**src/rtl/ls74_pkg.sv**
```systemverilog
// Shared types and constants for the 74-series shift-register models.
package ls74_pkg;

  localparam int LS165_BITS = 8;

  typedef enum logic [1:0] {
    IDLE,
    SHIFT,
    DONE
  } seq_state_t;

endpackage

```
**src/rtl/ls165_stage.sv**
```systemverilog
// One 74LS165 package: 8-bit register with load > hold > shift priority.
module ls165_stage
  import ls74_pkg::*;
(
  input  logic                  clk,
  input  logic                  rst_n,
  input  logic                  ld_i,
  input  logic                  inh_i,
  input  logic                  ser_i,
  input  logic [LS165_BITS-1:0] d_i,
  output logic                  qh_o
);

  logic [LS165_BITS-1:0] sr_q;
  logic [LS165_BITS-1:0] sr_d;

  always_comb begin
    // NOTE: default first so every path assigns sr_d and no latch is inferred.
    sr_d = sr_q;
    if (ld_i) begin
      sr_d = d_i;
    end else if (!inh_i) begin
      sr_d = {sr_q[LS165_BITS-2:0], ser_i};
    end
  end

  // NOTE: reset is sampled on the clock edge, so it lives inside the clocked
  // branch rather than in the sensitivity list.
  always_ff @(posedge clk) begin
    if (!rst_n) begin
      // NOTE: non-blocking so every register samples pre-edge values.
      sr_q <= '0;
    end else begin
      sr_q <= sr_d;
    end
  end

  assign qh_o = sr_q[LS165_BITS-1];

endmodule

```
**src/rtl/ls165_piso_serializer.sv**
```systemverilog
// Cascaded 74LS165 chain plus a frame sequencer that loads d and emits it MSB-first.
module ls165_piso_serializer
  import ls74_pkg::*;
#(
  parameter int N_CHIPS = 1
) (
  input  logic                          clk,
  input  logic                          rst_n,
  input  logic                          sh_ld_n,
  input  logic                          clk_inh,
  input  logic                          ser,
  input  logic [LS165_BITS*N_CHIPS-1:0] d,
  input  logic                          start,
  output logic                          q_h,
  output logic                          q_h_n,
  output logic                          bit_vld,
  output logic                          busy,
  output logic                          done
);

  localparam int WIDTH = LS165_BITS * N_CHIPS;
  localparam int CNT_W = $clog2(WIDTH);

  seq_state_t       state_q;
  seq_state_t       state_d;
  logic [CNT_W-1:0] cnt_q;
  logic [CNT_W-1:0] cnt_d;
  logic             ld;
  logic             inh;

  // chain[k] is QH of chip k; chain[N_CHIPS] is the external serial input.
  logic [N_CHIPS:0] chain;

  assign chain[N_CHIPS] = ser;

  // Chip 0 holds the most significant byte, so its QH is the frame output.
  for (genvar k = 0; k < N_CHIPS; k++) begin : g_chip
    ls165_stage u_stage (
      .clk   (clk),
      .rst_n (rst_n),
      .ld_i  (ld),
      .inh_i (inh),
      .ser_i (chain[k+1]),
      .d_i   (d[WIDTH-1-LS165_BITS*k -: LS165_BITS]),
      .qh_o  (chain[k])
    );
  end

  always_ff @(posedge clk) begin
    if (!rst_n) begin
      state_q <= IDLE;
      cnt_q   <= '0;
    end else begin
      state_q <= state_d;
      cnt_q   <= cnt_d;
    end
  end

  always_comb begin
    state_d = state_q;
    cnt_d   = cnt_q;
    unique case (state_q)
      IDLE: begin
        if (start) begin
          state_d = SHIFT;
          cnt_d   = CNT_W'(WIDTH - 1);
        end
      end
      SHIFT: begin
        if (cnt_q == '0) begin
          state_d = DONE;
        end else begin
          cnt_d = cnt_q - 1'b1;
        end
      end
      DONE:    state_d = IDLE;
      default: state_d = IDLE;
    endcase
  end

  // Register controls are shared by all chips; manual pins only matter in IDLE.
  always_comb begin
    ld      = 1'b0;
    inh     = 1'b1;
    bit_vld = 1'b0;
    busy    = 1'b1;
    done    = 1'b0;
    unique case (state_q)
      IDLE: begin
        busy = 1'b0;
        if (start) begin
          ld = 1'b1;
        end else begin
          ld  = ~sh_ld_n;
          inh = clk_inh;
        end
      end
      SHIFT: begin
        bit_vld = 1'b1;
        inh     = (cnt_q == '0);
      end
      DONE:    done = 1'b1;
      default: inh  = 1'b1;
    endcase
  end

  assign q_h   = chain[0];
  assign q_h_n = ~chain[0];

endmodule

```
**config.mk**
```make
export PLATFORM = sky130hd
export DESIGN_NAME = ls165_piso_serializer
export DESIGN_NICKNAME = d
export VERILOG_FILES = /design/src/rtl/ls74_pkg.sv /design/src/rtl/ls165_stage.sv /design/src/rtl/ls165_piso_serializer.sv
export SDC_FILE = /design/constraint.sdc
export NUM_CORES = 1
export LEC_CHECK = 0
export BUFFER_PORTS_ARGS = -buffer_cell sky130_fd_sc_hd__buf_2
export CAP_MARGIN = 20
export CORE_AREA = 2 2 39 41
export DETAILED_ROUTE_END_ITERATION = 12
export DIE_AREA = 0 0 41 43
export GPL_TIMING_DRIVEN = 0
export PLACE_DENSITY = 0.74
export RECOVER_POWER = 25
export SYNTH_ARGS = -nofsm -noshare
export SYNTH_HDL_FRONTEND = slang
export SYNTH_SLANG_ARGS = --single-unit
```
**constraint.sdc**
```tcl
create_clock -name clk -period 2.4 [get_ports clk]
set_input_delay 0.36 -clock clk [delete_from_list [all_inputs] [get_ports clk]]
set_output_delay 0.36 -clock clk [all_outputs]
set_load 0.05 [all_outputs]
```
==> impl_results.html, run 1 <==
<table>
<tr><th>Metric</th><th>Value</th></tr>
<tr><th colspan="2">Timing</th></tr>
<tr><td>Count of endpoints failing setup in the final report</td><td>0</td></tr>
<tr><td>Actual transition at the worst max-transition pin</td><td>~590 ps</td></tr>
<tr><td>Final Worst Setup Slack</td><td>608 ps</td></tr>
<tr><td>Maximum clock rate</td><td>between 500 and 600 MHz</td></tr>
<tr><td>Max-slew violation total from the final report</td><td>0</td></tr>
<tr><td>Final Critical Period</td><td>1790 ps</td></tr>
<tr><td>Worst slew margin relative to its limit</td><td>60.7%</td></tr>
<tr><td>Setup TNS</td><td>0 ps</td></tr>
<tr><td>Final number of hold-violating endpoints</td><td>0</td></tr>
<tr><td>Tcrit/Tclk final</td><td>74.7%</td></tr>
<tr><td>Setup clock skew after layout</td><td>between 1.5 and 2 ps</td></tr>
<tr><td>Setup repair after global routing missed its margin</td><td>false</td></tr>
<tr><th colspan="2">Logic synthesis</th></tr>
<tr><td>Count of state elements after synthesis</td><td>13</td></tr>
<tr><td>Leading area contributor after synthesis</td><td>dfxtp_1</td></tr>
<tr><td>Mean area per synthesized cell</td><td>9.37 um^2</td></tr>
<tr><td>Most frequent cell after synthesis</td><td>dfxtp_1</td></tr>
<tr><td>Multiplexer area fraction after synthesis</td><td>13.0%</td></tr>
<tr><td>Predominant post-synthesis flop cell</td><td>dfxtp_1</td></tr>
<tr><td>Synthesized netlist net count</td><td>82</td></tr>
<tr><td>Synth Area in Compound Gates</td><td>24.5%</td></tr>
<tr><td>Adder-cell share of the synthesized area</td><td>4.05%</td></tr>
<tr><td>Xor-xnor portion of the synthesized cell area</td><td>0%</td></tr>
<tr><td>Dominant combinational cell family by area after synthesis</td><td>compound AO/OA/AOI/OAI gates</td></tr>
<tr><td>Synthesized instance count</td><td>66</td></tr>
<tr><td>Number of warnings printed during yosys synthesis</td><td>0</td></tr>
<tr><td>Share of synthesized cell area in and, or, nand and nor gates</td><td>between 10% and 20%</td></tr>
<tr><td>Fraction of synthesized cell area taken by the top area cell type</td><td>42.1%</td></tr>
<tr><td>Share of synthesized registers carrying an async set or reset</td><td>0%</td></tr>
<tr><td>Post-synth cell types</td><td>22</td></tr>
<tr><td>Leading post-synthesis cells by instance count</td><td>13 x dfxtp_1, 9 x a21oi_1, 9 x o21ai_0, 8 x mux2i_1, 5 x inv_1</td></tr>
<tr><td>Number of enable flip-flop cells after synthesis</td><td>0</td></tr>
<tr><td>Fraction of the yosys area taken by sequential cells</td><td>42.1%</td></tr>
<tr><td>Leading cell types by total area after synthesis</td><td>dfxtp_1 42%, mux2i_1 13%, a21oi_1 7.3%</td></tr>
<tr><td>Post-synthesis cell area</td><td>618 um^2</td></tr>
<tr><th colspan="2">Drt</th></tr>
<tr><td>DR top layer</td><td>met4</td></tr>
<tr><td>Total vias in the final route</td><td>527</td></tr>
<tr><td>Number of DRC markers after the initial detailed-route iteration</td><td>5</td></tr>
<tr><td>Wire per inst</td><td>11.2 um</td></tr>
<tr><td>First drt pass iteration count</td><td>2</td></tr>
<tr><td>Remaining number of nets flagged by the antenna check after routing</td><td>0</td></tr>
<tr><td>Detailed-route vias per instance</td><td>slightly above 5</td></tr>
<tr><td>Final routed DRC violation total</td><td>0</td></tr>
<tr><td>Total met2 wirelength after detailed routing</td><td>538 um</td></tr>
<tr><td>Total met3 wirelength after detailed routing</td><td>~74 um</td></tr>
<tr><td>Detailed-route wire length</td><td>1160 um</td></tr>
<tr><td>WL met1</td><td>just over 500 um</td></tr>
<tr><th colspan="2">Setup path</th></tr>
<tr><td>CP Data Required Time</td><td>2040 ps</td></tr>
<tr><td>Type of destination of the critical path</td><td>output pin</td></tr>
<tr><td>Crit-path cells</td><td>or2b_2, inv_1, buf_2</td></tr>
<tr><td>Path type of the worst setup path</td><td>register to output pin</td></tr>
<tr><td>Maximum fanout along the worst path</td><td>5</td></tr>
<tr><td>WP data arrival</td><td>1430 ps</td></tr>
<tr><td>Delay of the slowest cell on the worst path</td><td>390 ps</td></tr>
<tr><td>Element type at the critical path start</td><td>register</td></tr>
<tr><td>Crit-path slowest cell</td><td>dfxtp_1</td></tr>
<tr><th colspan="2">CTS</th></tr>
<tr><td>Clock net sink count</td><td>13</td></tr>
<tr><td># Post-CTS Setup Buffers</td><td>0</td></tr>
<tr><td>Level count of the clock H-tree</td><td>1</td></tr>
<tr><td>Clock insertion delay at the later pin of the skew report</td><td>280 ps</td></tr>
<tr><td>Clock transition at the registers of the reported paths</td><td>roughly 80 ps</td></tr>
<tr><td>Max Root-Sink Buffers</td><td>2</td></tr>
<tr><td>CTS tree</td><td>yes</td></tr>
<tr><td>Post-cts resize count</td><td>0</td></tr>
<tr><td>Inserted Clock Buffers</td><td>3</td></tr>
<tr><td>Post-cts hold buffer count</td><td>0</td></tr>
<tr><td>Root buffer cell</td><td>clkbuf_4</td></tr>
<tr><th colspan="2">Pwr</th></tr>
<tr><td>Total leakage power</td><td>0.344 nW</td></tr>
<tr><td>Clock Power Share</td><td>24.1%</td></tr>
<tr><td>Cell-internal power</td><td>0.375 mW</td></tr>
<tr><td>Share of total power in combinational logic</td><td>30.1%</td></tr>
<tr><td>Max rail drop VDD</td><td>0.000293 V</td></tr>
<tr><td>Net Sw Frac</td><td>34.0%</td></tr>
<tr><td>Design Power</td><td>0.569 mW</td></tr>
<tr><td>Power spent charging and discharging nets</td><td>0.194 mW</td></tr>
<tr><td>Reg power frac</td><td>between 40% and 50%</td></tr>
<tr><td>Power per unit of standard cell area</td><td>758 nW/um^2</td></tr>
<tr><th colspan="2">Die</th></tr>
<tr><td>Area of the die</td><td>1760 um^2</td></tr>
<tr><td>Effective utilization at floorplan</td><td>44.7%</td></tr>
<tr><td>Count of boundary I/O pins</td><td>19</td></tr>
<tr><td>Std-Cell Rows</td><td>14</td></tr>
<tr><td>Die W</td><td>between 40 and 50 um</td></tr>
<tr><td>Height of the die</td><td>43 um</td></tr>
<tr><td>Floorplan core area</td><td>1380 um^2</td></tr>
<tr><th colspan="2">Placed design</th></tr>
<tr><td>Port-buffer cells</td><td>18</td></tr>
<tr><td>Final weighted congestion in routability-driven placement</td><td>slightly below 0.8</td></tr>
<tr><td>Pre-CTS setup slack</td><td>672 ps</td></tr>
<tr><td>Detailed placer's ending HPWL</td><td>869 um</td></tr>
<tr><th colspan="2">GRT</th></tr>
<tr><td>Number of global-route vias before repair</td><td>between 400 and 500</td></tr>
<tr><td>Grt total ovfl</td><td>0</td></tr>
<tr><td>Antenna violations before repair</td><td>0</td></tr>
<tr><td>Largest net degree at the start of global routing</td><td>11</td></tr>
<tr><td>First-pass GRT wire length</td><td>around 1800 um</td></tr>
<tr><td>Overall track demand over capacity in global routing</td><td>approximately 16%</td></tr>
<tr><th colspan="2">Min path</th></tr>
<tr><td>Worst hold path type</td><td>input port to register</td></tr>
<tr><th colspan="2">Final layout</th></tr>
<tr><td>Antenna cell count</td><td>0</td></tr>
<tr><td>Final layout net count</td><td>around 110</td></tr>
<tr><td>Area grow syn2layout</td><td>21.5%</td></tr>
<tr><td>Multi-input logic area</td><td>332 um^2</td></tr>
<tr><td>Sequential cell area</td><td>260 um^2</td></tr>
<tr><td>Layout cells sized above 1</td><td>about a quarter</td></tr>
<tr><td>Total of fill cells in the finished design</td><td>133</td></tr>
<tr><th colspan="2">Outcome</th></tr>
<tr><td>Result of the run</td><td>finished, final reports clean</td></tr>
<tr><th colspan="2">Run</th></tr>
<tr><td>Number of maximum-capacitance constraint violations</td><td>0</td></tr>
</table>
==> through the flow <==
stage | util (%) | hold slack, ps | cells | instance area [um^2]
after global routing | 54.2 | 349 | 104 | 751
after detailed placement | 52.6 | 479 | 100 | 728
after CTS | 54.5 | 338 | 104 | 754
after global placement | 52.6 | 467 | 100 | 728
after floorplan | - | 455 | 66 | 618
final | 54.2 | 354 | 104 | 751
==> flip-flops by register name, summed over array words and instances (netlist names) <==
signal,count
g_chip.u_stage.sr_q,8
state_q,2
cnt_q,3
==> kinds of logic after synthesis <==
group,after synthesis
compound gates,23
simple gates,13
flops,13
mux,8
buf+inv,7
fa+ha+maj,2
==> power by group through the flow <==
stage	Combinational, mW	Sequential, mW	Clock (mW)
2_1_floorplan	0.130	0.269	0
3_3_place_gp	0.171	0.264	0
3_5_place_dp	0.175	0.266	0
4_1_cts	0.176	0.261	0.143
5_1_grt	0.190	0.265	0.150
6_report	0.171	0.261	0.137
==> critical path, delay by kind of cell, from the launching register on <==
family / cells / cell delay, ps
buffers and inverters: 2 / 400
DFF: 1 / 390
and+or+nand+nor: 1 / 360
==> final timing paths <==
kind                   start                        end  slack, ps  cells after the start
setup / recovery  state_q[0]                    bit_vld        610                      3
hold / removal         rst_n  g_chip[0].u_stage.sr_q[2]        350                      3
setup reg to reg    cnt_q[0]                   cnt_q[1]        710                      6
hold reg to reg     cnt_q[0]                   cnt_q[0]        490                      2
==> cells in the final DEF, fill, tap and decap left out <==
master and count:
o31ai_1 1, buf_2 15, o211a_1 1, and3_1 1, a21oi_1 9, nand3_1 1, nand2_1 1, and2b_2 1
inv_1 5, o32ai_4 1, a21o_2 1, mux2i_1 8, clkbuf_4 3, nor2b_1 1, nand2b_1 1, nor2_1 4
clkbuf_1 6, ha_1 2, or2_4 1, and2_1 1, a211oi_1 1, or2b_2 1, dfxtp_1 13, o21ai_0 9
==> metal layers <==
metal | global-route usage (%) | vias up
li1 | - | 275
met1 | 18.0 | 232
met2 | 23.8 | 16
met3 | 4.71 | 4
met4 | 14.0 | 0
met5 | 0 | -
==> area by class of cell <==
class | instances | area share (%)
Inverter | 5 | 2.50
Tap cell | 16 | 2.67
Buffer | 2 | 1.00
Timing Repair Buffer | 18 | 11.5
Sequential cell | 13 | 34.7
Multi-Input combinational cell | 46 | 44.2
Clock buffer | 4 | 3.50
No activity file was read; power rests on OpenSTA's default activity.
==> run 2, diff against run 1 <==
CORE_AREA = unset   (was 2 2 39 41)
CORE_UTILIZATION = 43   (was unset)
DIE_AREA = unset   (was 0 0 41 43)
PLACE_DENSITY = 0.73   (was 0.74)
clock period = 1.6 ns   (was 2.4 ns; I/O delays follow)
==> impl_results.html, run 2 (same netlist as run 1, synthesis figures left out) <==
<table>
<tr><th>Metric</th><th>Value</th></tr>
<tr><th colspan="2">GRT</th></tr>
<tr><td>Largest net degree at the start of global routing</td><td>11</td></tr>
<tr><td>Grt total ovfl</td><td>0</td></tr>
<tr><td>First-pass GRT wire length</td><td>between 1500 and 2000 um</td></tr>
<tr><td>Antenna violations before repair</td><td>0</td></tr>
<tr><td>Number of global-route vias before repair</td><td>373</td></tr>
<tr><td>Overall track demand over capacity in global routing</td><td>15.2%</td></tr>
<tr><th colspan="2">Run</th></tr>
<tr><td>Number of maximum-capacitance constraint violations</td><td>0</td></tr>
<tr><th colspan="2">Drt</th></tr>
<tr><td>Remaining number of nets flagged by the antenna check after routing</td><td>0</td></tr>
<tr><td>Number of DRC markers after the initial detailed-route iteration</td><td>14</td></tr>
<tr><td>Total vias in the final route</td><td>approximately 540</td></tr>
<tr><td>First drt pass iteration count</td><td>4</td></tr>
<tr><td>Final routed DRC violation total</td><td>0</td></tr>
<tr><td>Wire per inst</td><td>11.1 um</td></tr>
<tr><td>Detailed-route vias per instance</td><td>slightly above 5</td></tr>
<tr><td>Detailed-route wire length</td><td>1150 um</td></tr>
<tr><th colspan="2">Setup path</th></tr>
<tr><td>Depth of the most critical reg-to-reg path</td><td>6</td></tr>
<tr><td>Path type of the worst setup path</td><td>register to output pin</td></tr>
<tr><td>CP Data Required Time</td><td>1360 ps</td></tr>
<tr><td>WP data arrival</td><td>about 1300 ps</td></tr>
<tr><td>Crit path capture</td><td>bit_vld</td></tr>
<tr><td>Type of destination of the critical path</td><td>output pin</td></tr>
<tr><td>R2r setup slk</td><td>80 ps</td></tr>
<tr><td>Maximum fanout along the worst path</td><td>5</td></tr>
<tr><td>Reg-to-reg critical path endpoint</td><td>cnt_q[1]</td></tr>
<tr><td>Origin of the critical flop-to-flop path</td><td>cnt_q[0]</td></tr>
<tr><td>Element type at the critical path start</td><td>register</td></tr>
<tr><td>Critical path launch point</td><td>state_q[0]</td></tr>
<tr><th colspan="2">CTS</th></tr>
<tr><td>Inserted Clock Buffers</td><td>3</td></tr>
<tr><td>Root buffer cell</td><td>clkbuf_4</td></tr>
<tr><td>Max Root-Sink Buffers</td><td>2</td></tr>
<tr><td>Level count of the clock H-tree</td><td>1</td></tr>
<tr><td>CTS tree</td><td>yes</td></tr>
<tr><td>Clock net sink count</td><td>13</td></tr>
<tr><td>Clock transition at the registers of the reported paths</td><td>around 80 ps</td></tr>
<tr><td>Clock insertion delay at the later pin of the skew report</td><td>280 ps</td></tr>
<tr><th colspan="2">Die</th></tr>
<tr><td>Effective utilization at floorplan</td><td>46.9%</td></tr>
<tr><td>Count of boundary I/O pins</td><td>19</td></tr>
<tr><td>Std-Cell Rows</td><td>13</td></tr>
<tr><td>Height of the die</td><td>39.9 um</td></tr>
<tr><td>Area of the die</td><td>between 1500 and 2000 um^2</td></tr>
<tr><td>Floorplan core area</td><td>1320 um^2</td></tr>
<tr><td>Die W</td><td>39.9 um</td></tr>
<tr><th colspan="2">Pwr</th></tr>
<tr><td>Power per unit of standard cell area</td><td>roughly 1100 nW/um^2</td></tr>
<tr><td>Design Power</td><td>0.886 mW</td></tr>
<tr><td>Max rail drop VDD</td><td>roughly 0.00059 V</td></tr>
<tr><td>Total leakage power</td><td>0.357 nW</td></tr>
<tr><th colspan="2">Final layout</th></tr>
<tr><td>Largest reg by FF count</td><td>g_chip.u_stage.sr_q</td></tr>
<tr><td>Antenna cell count</td><td>0</td></tr>
<tr><td>Largest registers</td><td>g_chip.u_stage.sr_q x8, cnt_q x3, state_q x2</td></tr>
<tr><td>Area grow syn2layout</td><td>26.9%</td></tr>
<tr><td>Layout cells sized above 1</td><td>31.5%</td></tr>
<tr><td>Most frequent cells in the layout</td><td>14 x buf_2, 13 x dfxtp_1, 9 x o21ai_0, 9 x a21oi_1, 8 x mux2i_1</td></tr>
<tr><td>Most frequent standard cell in the layout excluding fill and tap cells</td><td>buf_2</td></tr>
<tr><td>Largest register FFs</td><td>8</td></tr>
<tr><td>Final layout net count</td><td>106</td></tr>
<tr><td>Final non-filler cell total</td><td>104</td></tr>
<tr><th colspan="2">Timing</th></tr>
<tr><td>Final number of hold-violating endpoints</td><td>0</td></tr>
<tr><td>Final Worst Setup Slack</td><td>60.9 ps</td></tr>
<tr><td>Max-slew violation total from the final report</td><td>0</td></tr>
<tr><td>Tcrit/Tclk final</td><td>96.2%</td></tr>
<tr><td>Setup clock skew after layout</td><td>4.67 ps</td></tr>
<tr><td>Fin Hold WS</td><td>roughly 220 ps</td></tr>
<tr><td>Worst slew margin relative to its limit</td><td>61.1%</td></tr>
<tr><td>Setup repair after global routing missed its margin</td><td>true</td></tr>
<tr><td>Maximum clock rate</td><td>roughly 650 MHz</td></tr>
<tr><td>Final Critical Period</td><td>1540 ps</td></tr>
<tr><td>Actual transition at the worst max-transition pin</td><td>roughly 590 ps</td></tr>
<tr><td>Count of endpoints failing setup in the final report</td><td>0</td></tr>
<tr><th colspan="2">Outcome</th></tr>
<tr><td>Result of the run</td><td>finished, final reports clean</td></tr>
<tr><th colspan="2">Placed design</th></tr>
<tr><td>Final weighted congestion in routability-driven placement</td><td>0.717</td></tr>
<tr><td>Pre-CTS setup slack</td><td>-102 ps</td></tr>
<tr><td>Port-buffer cells</td><td>18</td></tr>
<tr><td>Count of placed standard cells including taps</td><td>99</td></tr>
<tr><th colspan="2">Min path</th></tr>
<tr><td>Worst hold path type</td><td>input port to register</td></tr>
<tr><td>Worst hold path depth</td><td>3</td></tr>
</table>
[run 2: changes by cell type in the layout (fill, tap and decap cells not counted)]
cell	previous run	this run
a211oi_1	1	0
a211oi_2	0	1
buf_12	0	1
buf_2	15	14
buf_6	0	1
clkbuf_1	6	5
clkbuf_2	0	1
inv_1	5	4
inv_2	0	1
nor2b_1	1	0
nor2b_2	0	1
[run 2: final cells by class]
class                      count  area, um^2
fill                         121         533
tap                           15        18.8
buffer                         2        7.51
inverter                       5        18.8
timing repair buffer          19         114
clock buffer                   4        26.3
multi-input combinational     46         339
sequential                    13         260
[run 2: repair_timing]
action                     CTS  global route
setup endpoints to repair    3            10
resized for setup            3             2
hold buffers                 0             0
pin swaps                    0             1
setup buffers                0             1
hold endpoints to repair     0             0
[run 2: power by group]
group          total (mW)  switching [mW]  internal [mW]
Clock               0.202           0.106         0.0968
Sequential          0.391          0.0250          0.366
Combinational       0.293           0.168          0.125
[run 2: stage by stage]
stage          setup TNS [ps]  cell area [um^2]  util [%]
6_report                    0               785      59.5
5_1_grt                 -18.2               785      59.5
4_1_cts                     0               764      58.0
3_5_place_dp             -118               727      55.2
3_3_place_gp            -71.8               727      55.2
2_1_floorplan               0               618         -
[run 2: worst min-delay path by stage]
| stage | startpoint | end | slack, ps |
|---|---|---|---|
| after floorplan | rst_n | g_chip[0].u_stage.sr_q[1] | 380 |
| after global placement | cnt_q[0] | cnt_q[0] | 470 |
| after detailed placement | cnt_q[0] | cnt_q[0] | 490 |
| after CTS | rst_n | g_chip[0].u_stage.sr_q[2] | 220 |
| after global routing | rst_n | state_q[1] | 250 |
| final | rst_n | g_chip[0].u_stage.sr_q[2] | 220 |
[run 2: worst max-delay path, cell delays in order, from the launching register on]
cell	delay, ps
dfxtp_1	390
or2b_2	380
inv_2	100
buf_6	160
[run 2: metal layers]
layer  GRT usage, %  share of wire [%]  vias up
li1               -                  -      281
met1           20.3                 45      237
met2           22.6                 47       18
met3           3.41                5.4        2
met4           7.76                1.7        0
met5              0                  0        -
